--- config.mk ---
export PLATFORM = sky130hd
export DESIGN_NAME = plane_mixer
export DESIGN_NICKNAME = d
export VERILOG_FILES = /design/src/rtl/plane_mixer.sv
export SDC_FILE = /design/constraint.sdc
export NUM_CORES = 1
export LEC_CHECK = 0
export CAP_MARGIN = 20
export CORE_MARGIN = 2
export CORE_UTILIZATION = 45
export CTS_CLUSTER_SIZE = 16
export DETAILED_ROUTE_END_ITERATION = 10
export GPL_TIMING_DRIVEN = 0
export PLACE_DENSITY = 0.67
export SLEW_MARGIN = 15
export SYNTH_ARGS = -nofsm -noshare
export SYNTH_HDL_FRONTEND = slang
export SYNTH_SLANG_ARGS = --single-unit
--- constraint.sdc ---
create_clock -name I_pxl_clk -period 4.87 [get_ports I_pxl_clk]
set_clock_uncertainty 0.05 [all_clocks]
set_input_delay 1.461 -clock I_pxl_clk [delete_from_list [all_inputs] [get_ports I_pxl_clk]]
set_output_delay 1.461 -clock I_pxl_clk [all_outputs]
set_load 0.005 [all_outputs]
--- src/rtl/plane_mixer.sv ---
// plane_mixer: colour-key/blend compositing of foreground over background with frame-synchronous fade,
// 3-cycle pixel pipeline with matching sync delay.
module plane_mixer #(
  parameter int FADE_STEP_FRAMES = 2
) (
  input  logic        I_pxl_clk,
  input  logic        I_rst_n,
  input  logic        I_de,
  input  logic        I_hs,
  input  logic        I_vs,
  input  logic [23:0] I_fg_pixel,
  input  logic [23:0] I_bg_pixel,
  input  logic        I_key_en,
  input  logic [23:0] I_key_color,
  input  logic        I_blend_en,
  input  logic        I_fade_out,
  input  logic        I_fade_in,
  output logic        O_de,
  output logic        O_hs,
  output logic        O_vs,
  output logic [23:0] O_pixel,
  output logic [4:0]  O_fade_level,
  output logic        O_fade_busy
);
  localparam logic [7:0] STEP = 8'(FADE_STEP_FRAMES);
  typedef enum logic [1:0] {ON, FADING_OUT, OFF, FADING_IN} state_t;
  state_t state, state_n;
  logic [4:0] level, level_n;
  logic [7:0] cnt, cnt_n, cnt_inc;
  logic vs_prev, vs_rise, step, req_in, req_out, key_hit;
  logic [23:0] blend, sel, sel_s1, mixed;
  logic [38:0] prod, prod_s2;
  logic [2:0] sync1, sync2, sync3;

  assign key_hit = I_key_en && (I_fg_pixel == I_key_color);
  for (genvar i = 0; i < 3; i++) begin : g_ch
    logic [8:0] sum;
    assign sum = {1'b0, I_fg_pixel[8*i +: 8]} + {1'b0, I_bg_pixel[8*i +: 8]};
    assign blend[8*i +: 8] = sum[8:1];
    assign prod[13*i +: 13] = 13'(sel_s1[8*i +: 8]) * 13'(level);
    assign mixed[8*i +: 8] = prod_s2[13*i + 4 +: 8];
  end
  assign sel = key_hit ? I_bg_pixel : I_blend_en ? blend : I_fg_pixel;

  assign vs_rise = I_vs && !vs_prev;
  assign req_in  = I_fade_in && !I_fade_out;
  assign req_out = I_fade_out && !I_fade_in;
  assign cnt_inc = cnt + 8'd1;
  assign step    = vs_rise && (cnt_inc == STEP);

  // A request always wins over a step landing in the same cycle.
  always_comb begin
    state_n = state;
    level_n = level;
    cnt_n   = cnt;
    case (state)
      ON:  if (req_out) begin state_n = FADING_OUT; cnt_n = '0; end
      OFF: if (req_in) begin state_n = FADING_IN; cnt_n = '0; end
      FADING_OUT:
        if (req_in) begin
          state_n = FADING_IN;
          cnt_n   = '0;
        end else if (vs_rise) begin
          cnt_n = step ? 8'd0 : cnt_inc;
          if (step) begin
            level_n = (level > 5'd1) ? level - 5'd1 : 5'd0;
            state_n = (level > 5'd1) ? FADING_OUT : OFF;
          end
        end
      FADING_IN:
        if (req_out) begin
          state_n = FADING_OUT;
          cnt_n   = '0;
        end else if (vs_rise) begin
          cnt_n = step ? 8'd0 : cnt_inc;
          if (step) begin
            level_n = (level < 5'd15) ? level + 5'd1 : 5'd16;
            state_n = (level < 5'd15) ? FADING_IN : ON;
          end
        end
      default: state_n = ON;
    endcase
  end

  always_ff @(posedge I_pxl_clk or negedge I_rst_n) begin
    if (!I_rst_n) begin
      state   <= ON;
      level   <= 5'd16;
      cnt     <= '0;
      vs_prev <= 1'b0;
      sel_s1  <= '0;
      prod_s2 <= '0;
      sync1   <= '0;
      sync2   <= '0;
      sync3   <= '0;
      O_pixel <= '0;
    end else begin
      state   <= state_n;
      level   <= level_n;
      cnt     <= cnt_n;
      vs_prev <= I_vs;
      sel_s1  <= sel;
      prod_s2 <= prod;
      sync1   <= {I_de, I_hs, I_vs};
      sync2   <= sync1;
      sync3   <= sync2;
      O_pixel <= sync2[2] ? mixed : 24'h000000;
    end
  end

  assign {O_de, O_hs, O_vs} = sync3;
  assign O_fade_level = level;
  assign O_fade_busy  = (state == FADING_OUT) || (state == FADING_IN);
endmodule
==> results.md <==
- Crit path top cell by count: fa_1
- Worst slack at placement: -0.110 ns
- FFs w/ async S/R, synth: 1.00
- Max clock buf depth: 2
- Boundary Pins: between 100 and 150
- Setup Crit Path Kind: reg -> reg
- Share of cells above drive strength 1: 0.0367
- Layout Cells excl Fill: approximately 1200
- Syn_nets: between 1000 and 1500
- Nets: around 1200
- Slowest cell on the critical path: dfstp_2
- DP Cell Count: roughly 1200
- Startpoint types: flop
- P_leak: between 4 and 5 nW
- #FFs+latches synth: 96
- H-tree depth: 3
- Root Driver: clkbuf_16
- Net Sw Frac: 0.400
- Drt initial violations: between 200 and 250
- Setup TNS: 0 ns
- Initial antenna violation count: 0
- Gr usage total: 0.197
- Final setup violation count: 0
- Clock transition at path regs: roughly 0.070 ns
- Netlist cell types: 60
- # port buffers: roughly 110
- CTS Buf Count: 9
- CTS tree: done
- Routed len/inst: about 15 um
- # DRC: 0
- Register area share after synthesis: 0.296
- Hold Vio Cnt, Final: 0
- Vias in the first global route: roughly 6400
- First-pass GRT wire length: between 30000 and 40000 um
- Post-Synthesis Cell Area: between 0.008 and 0.009 sq mm
- Yosys warns: 0
- CP Max Fanout: 10
- Slew Viols, Final: 0
- Die X: around 140 um
- Area grow syn2layout: 21.1%
- Slew margin rel.: 0.475
- Crit path required time: 5.09 ns
- Height of the chip: ~140 um
- Achievable Freq: between 200 and 250 MHz
- Crit path buf inv count: 2
- Hold/Removal Path Class: reg -> reg
- Pwr dens: between 400 and 500 mW/mm^2
- Measured slew at the worst slew-check pin: around 0.79 ns
- Initial DRT Pass Iterations: 5
- Clock insertion delay at the later pin of the skew report: approximately 0.35 ns
- Cell count after synthesis: just under 900
- Clock Sinks: 96
- Primary FF master, synth: dfrtp_1
- Gr ovfl total: 0
- CP arrival: between 4 and 5 ns
- Sequential group share of total power: 0.282
- Outcome: finished clean
- Cts hold-fix bufs: 0
- Avg Inst Size Synth: around 9 sq um
- Ant. Diodes: 0
- Vias: around 6400
- Dpl hpwl: approximately 15000 um
- Leading cell type in the layout, fill and taps excluded: clkdlybuf4s50_1
- Die Area: between 0.015 and 0.02 sq mm
- Setup ws final: between 0.3 and 0.4 ns
- Max-cap viol count: 0
- GPL Wtd Cong: 0.906
- Largest net degree at the start of global routing: 52
- CP endpoint kind: flop
- Routed WL: about 18000 um
- Peak VDD IR: roughly 210 uV
- Number of flops mapped to enable cells by yosys: 0
- Sw Pwr: approximately 1.6 mW
- Final period demand of the worst path: between 4 and 5 ns
- Starting Density: 0.454
- Most frequent cells in the layout: clkdlybuf4s50_1, dfrtp_1, and2_1, nand2_1, inv_1
- RSZ-0062 raised after global routing: no
- Vias/cell: just over 5
- CP max stage delay: between 0.6 and 0.7 ns
- Postcts setup bufs: 0
- Core area: 0.0178 sq mm
- Internal: approximately 2.4 mW
- Crit-path leading delay family: adder cells
- Worst-path cell chain: clkbuf_2 -> nand2_1 -> fa_1 -> fa_1 -> fa_1 -> inv_1 -> ha_1 -> a21o_1 -> a31oi_1 -> a21oi_1 -> a211o_1 -> a21oi_1 -> xnor2_1
- Routed Antenna Nets: 0
- Combinational Power Share: 0.546
- Clock power share: 0.172
- Cell Rows: 49
- Final hold slack: 0.297 ns
- Final period utilization: 0.928
[final cells by class]
class	count	area (sq um)
inverters	83	312
plain buffers	30	143
fillers	1673	8020
repair buffers	113	1150
well taps	229	287
flip-flops and latches	96	2400
clock buffers	11	243
clock inverters	5	40.0
multi-input cells	670	5240
[flip-flops by register name, summed over array words and instances (netlist names), named ones only]
signal        flops
sync3             3
state             1
prod_s2          24
O_fade_level      5
sync2             3
sel_s1           24
sync1             3
O_pixel          24
cnt               8
[power by group through the flow]
stage / Combinational (mW) / Clock (mW) / Sequential (mW)
2_1_floorplan: 1.55 / 0 / 1.09
5_1_grt: 2.47 / 0.732 / 1.14
3_3_place_gp: 2.13 / 0 / 1.11
4_1_cts: 2.19 / 0.705 / 1.09
6_report: 2.15 / 0.678 / 1.11
3_5_place_dp: 2.17 / 0 / 1.11
[per-layer routing]
layer	share of wire	up-vias	GRT usage
met1	0.48	3005	0.283
met3	0.050	13	0.0291
li1	-	3184	-
met2	0.46	172	0.317
met5	0	-	0
met4	0.011	0	0.0510
[path summary, 6_finish.rpt]
check / startpoint / end / slack [ns] / depth (start not counted)
worst max register to register: O_fade_level[4]$_DFFE_PN1P_ / prod_s2[24]$_DFF_PN0_ / 0.35 / 13
worst min register to register: sync1[1]$_DFF_PN0_ / sync2[1]$_DFF_PN0_ / 0.30 / 0
worst max-delay path: O_fade_level[4]$_DFFE_PN1P_ / prod_s2[24]$_DFF_PN0_ / 0.35 / 13
worst min-delay path: sync1[1]$_DFF_PN0_ / sync2[1]$_DFF_PN0_ / 0.30 / 0
min in group asynchronous: I_rst_n / sync3[1]$_DFF_PN0_ / 1.07 / 1
max in group asynchronous: I_rst_n / prod_s2[37]$_DFF_PN0_ / 3.05 / 2
[worst register-to-register path, delay by kind of cell, from the launching register on]
family | cells | cell delay (ns)
AOI/OAI and AO/OA | 5 | 1.18
DFF | 1 | 0.68
xor gates and xnor gates | 1 | 0.14
buffers and inverters | 2 | 0.35
and+or+nand+nor | 1 | 0.13
adders and majority gates | 4 | 1.91
[logic make-up (layout without fill, tap and decap cells)]
family	count (synthesis)	count (layout)	share of synthesized area
compound gates	155	155	0.123
xor+xnor	61	61	0.0659
fa+ha+maj	131	131	0.249
buf+inv	115	242	0.0566
flops	96	96	0.296
mux	8	8	0.0114
simple gates	315	315	0.197
[cells in the mapped netlist, types with 14 or more instances]
cell	number	area (sq um)
nand2_1	92	345
dfrtp_1	95	2380
xor2_1	22	193
and2_1	92	576
a21oi_1	47	235
xnor2_1	39	342
ha_1	80	1000
o21a_1	14	105
o21ai_0	32	160
clkbuf_1	28	105
nor2_1	55	206
inv_1	83	312
fa_1	51	1020
nand3_1	17	85.1
[stage by stage]
stage	power [mW]	util	area [sq um]
final	3.94	0.550	9820
after global routing	4.34	0.550	9820
after CTS	3.99	0.551	9820
after detailed placement	3.28	0.535	9540
after global placement	3.24	0.533	9510
after floorplan	2.64	-	8110
[timing repair]
item,in CTS,in global routing
setup endpoints to repair,4,9
cloned,0,0
resized for setup,1,2
Note: power is estimated with default switching activity, not from simulation.
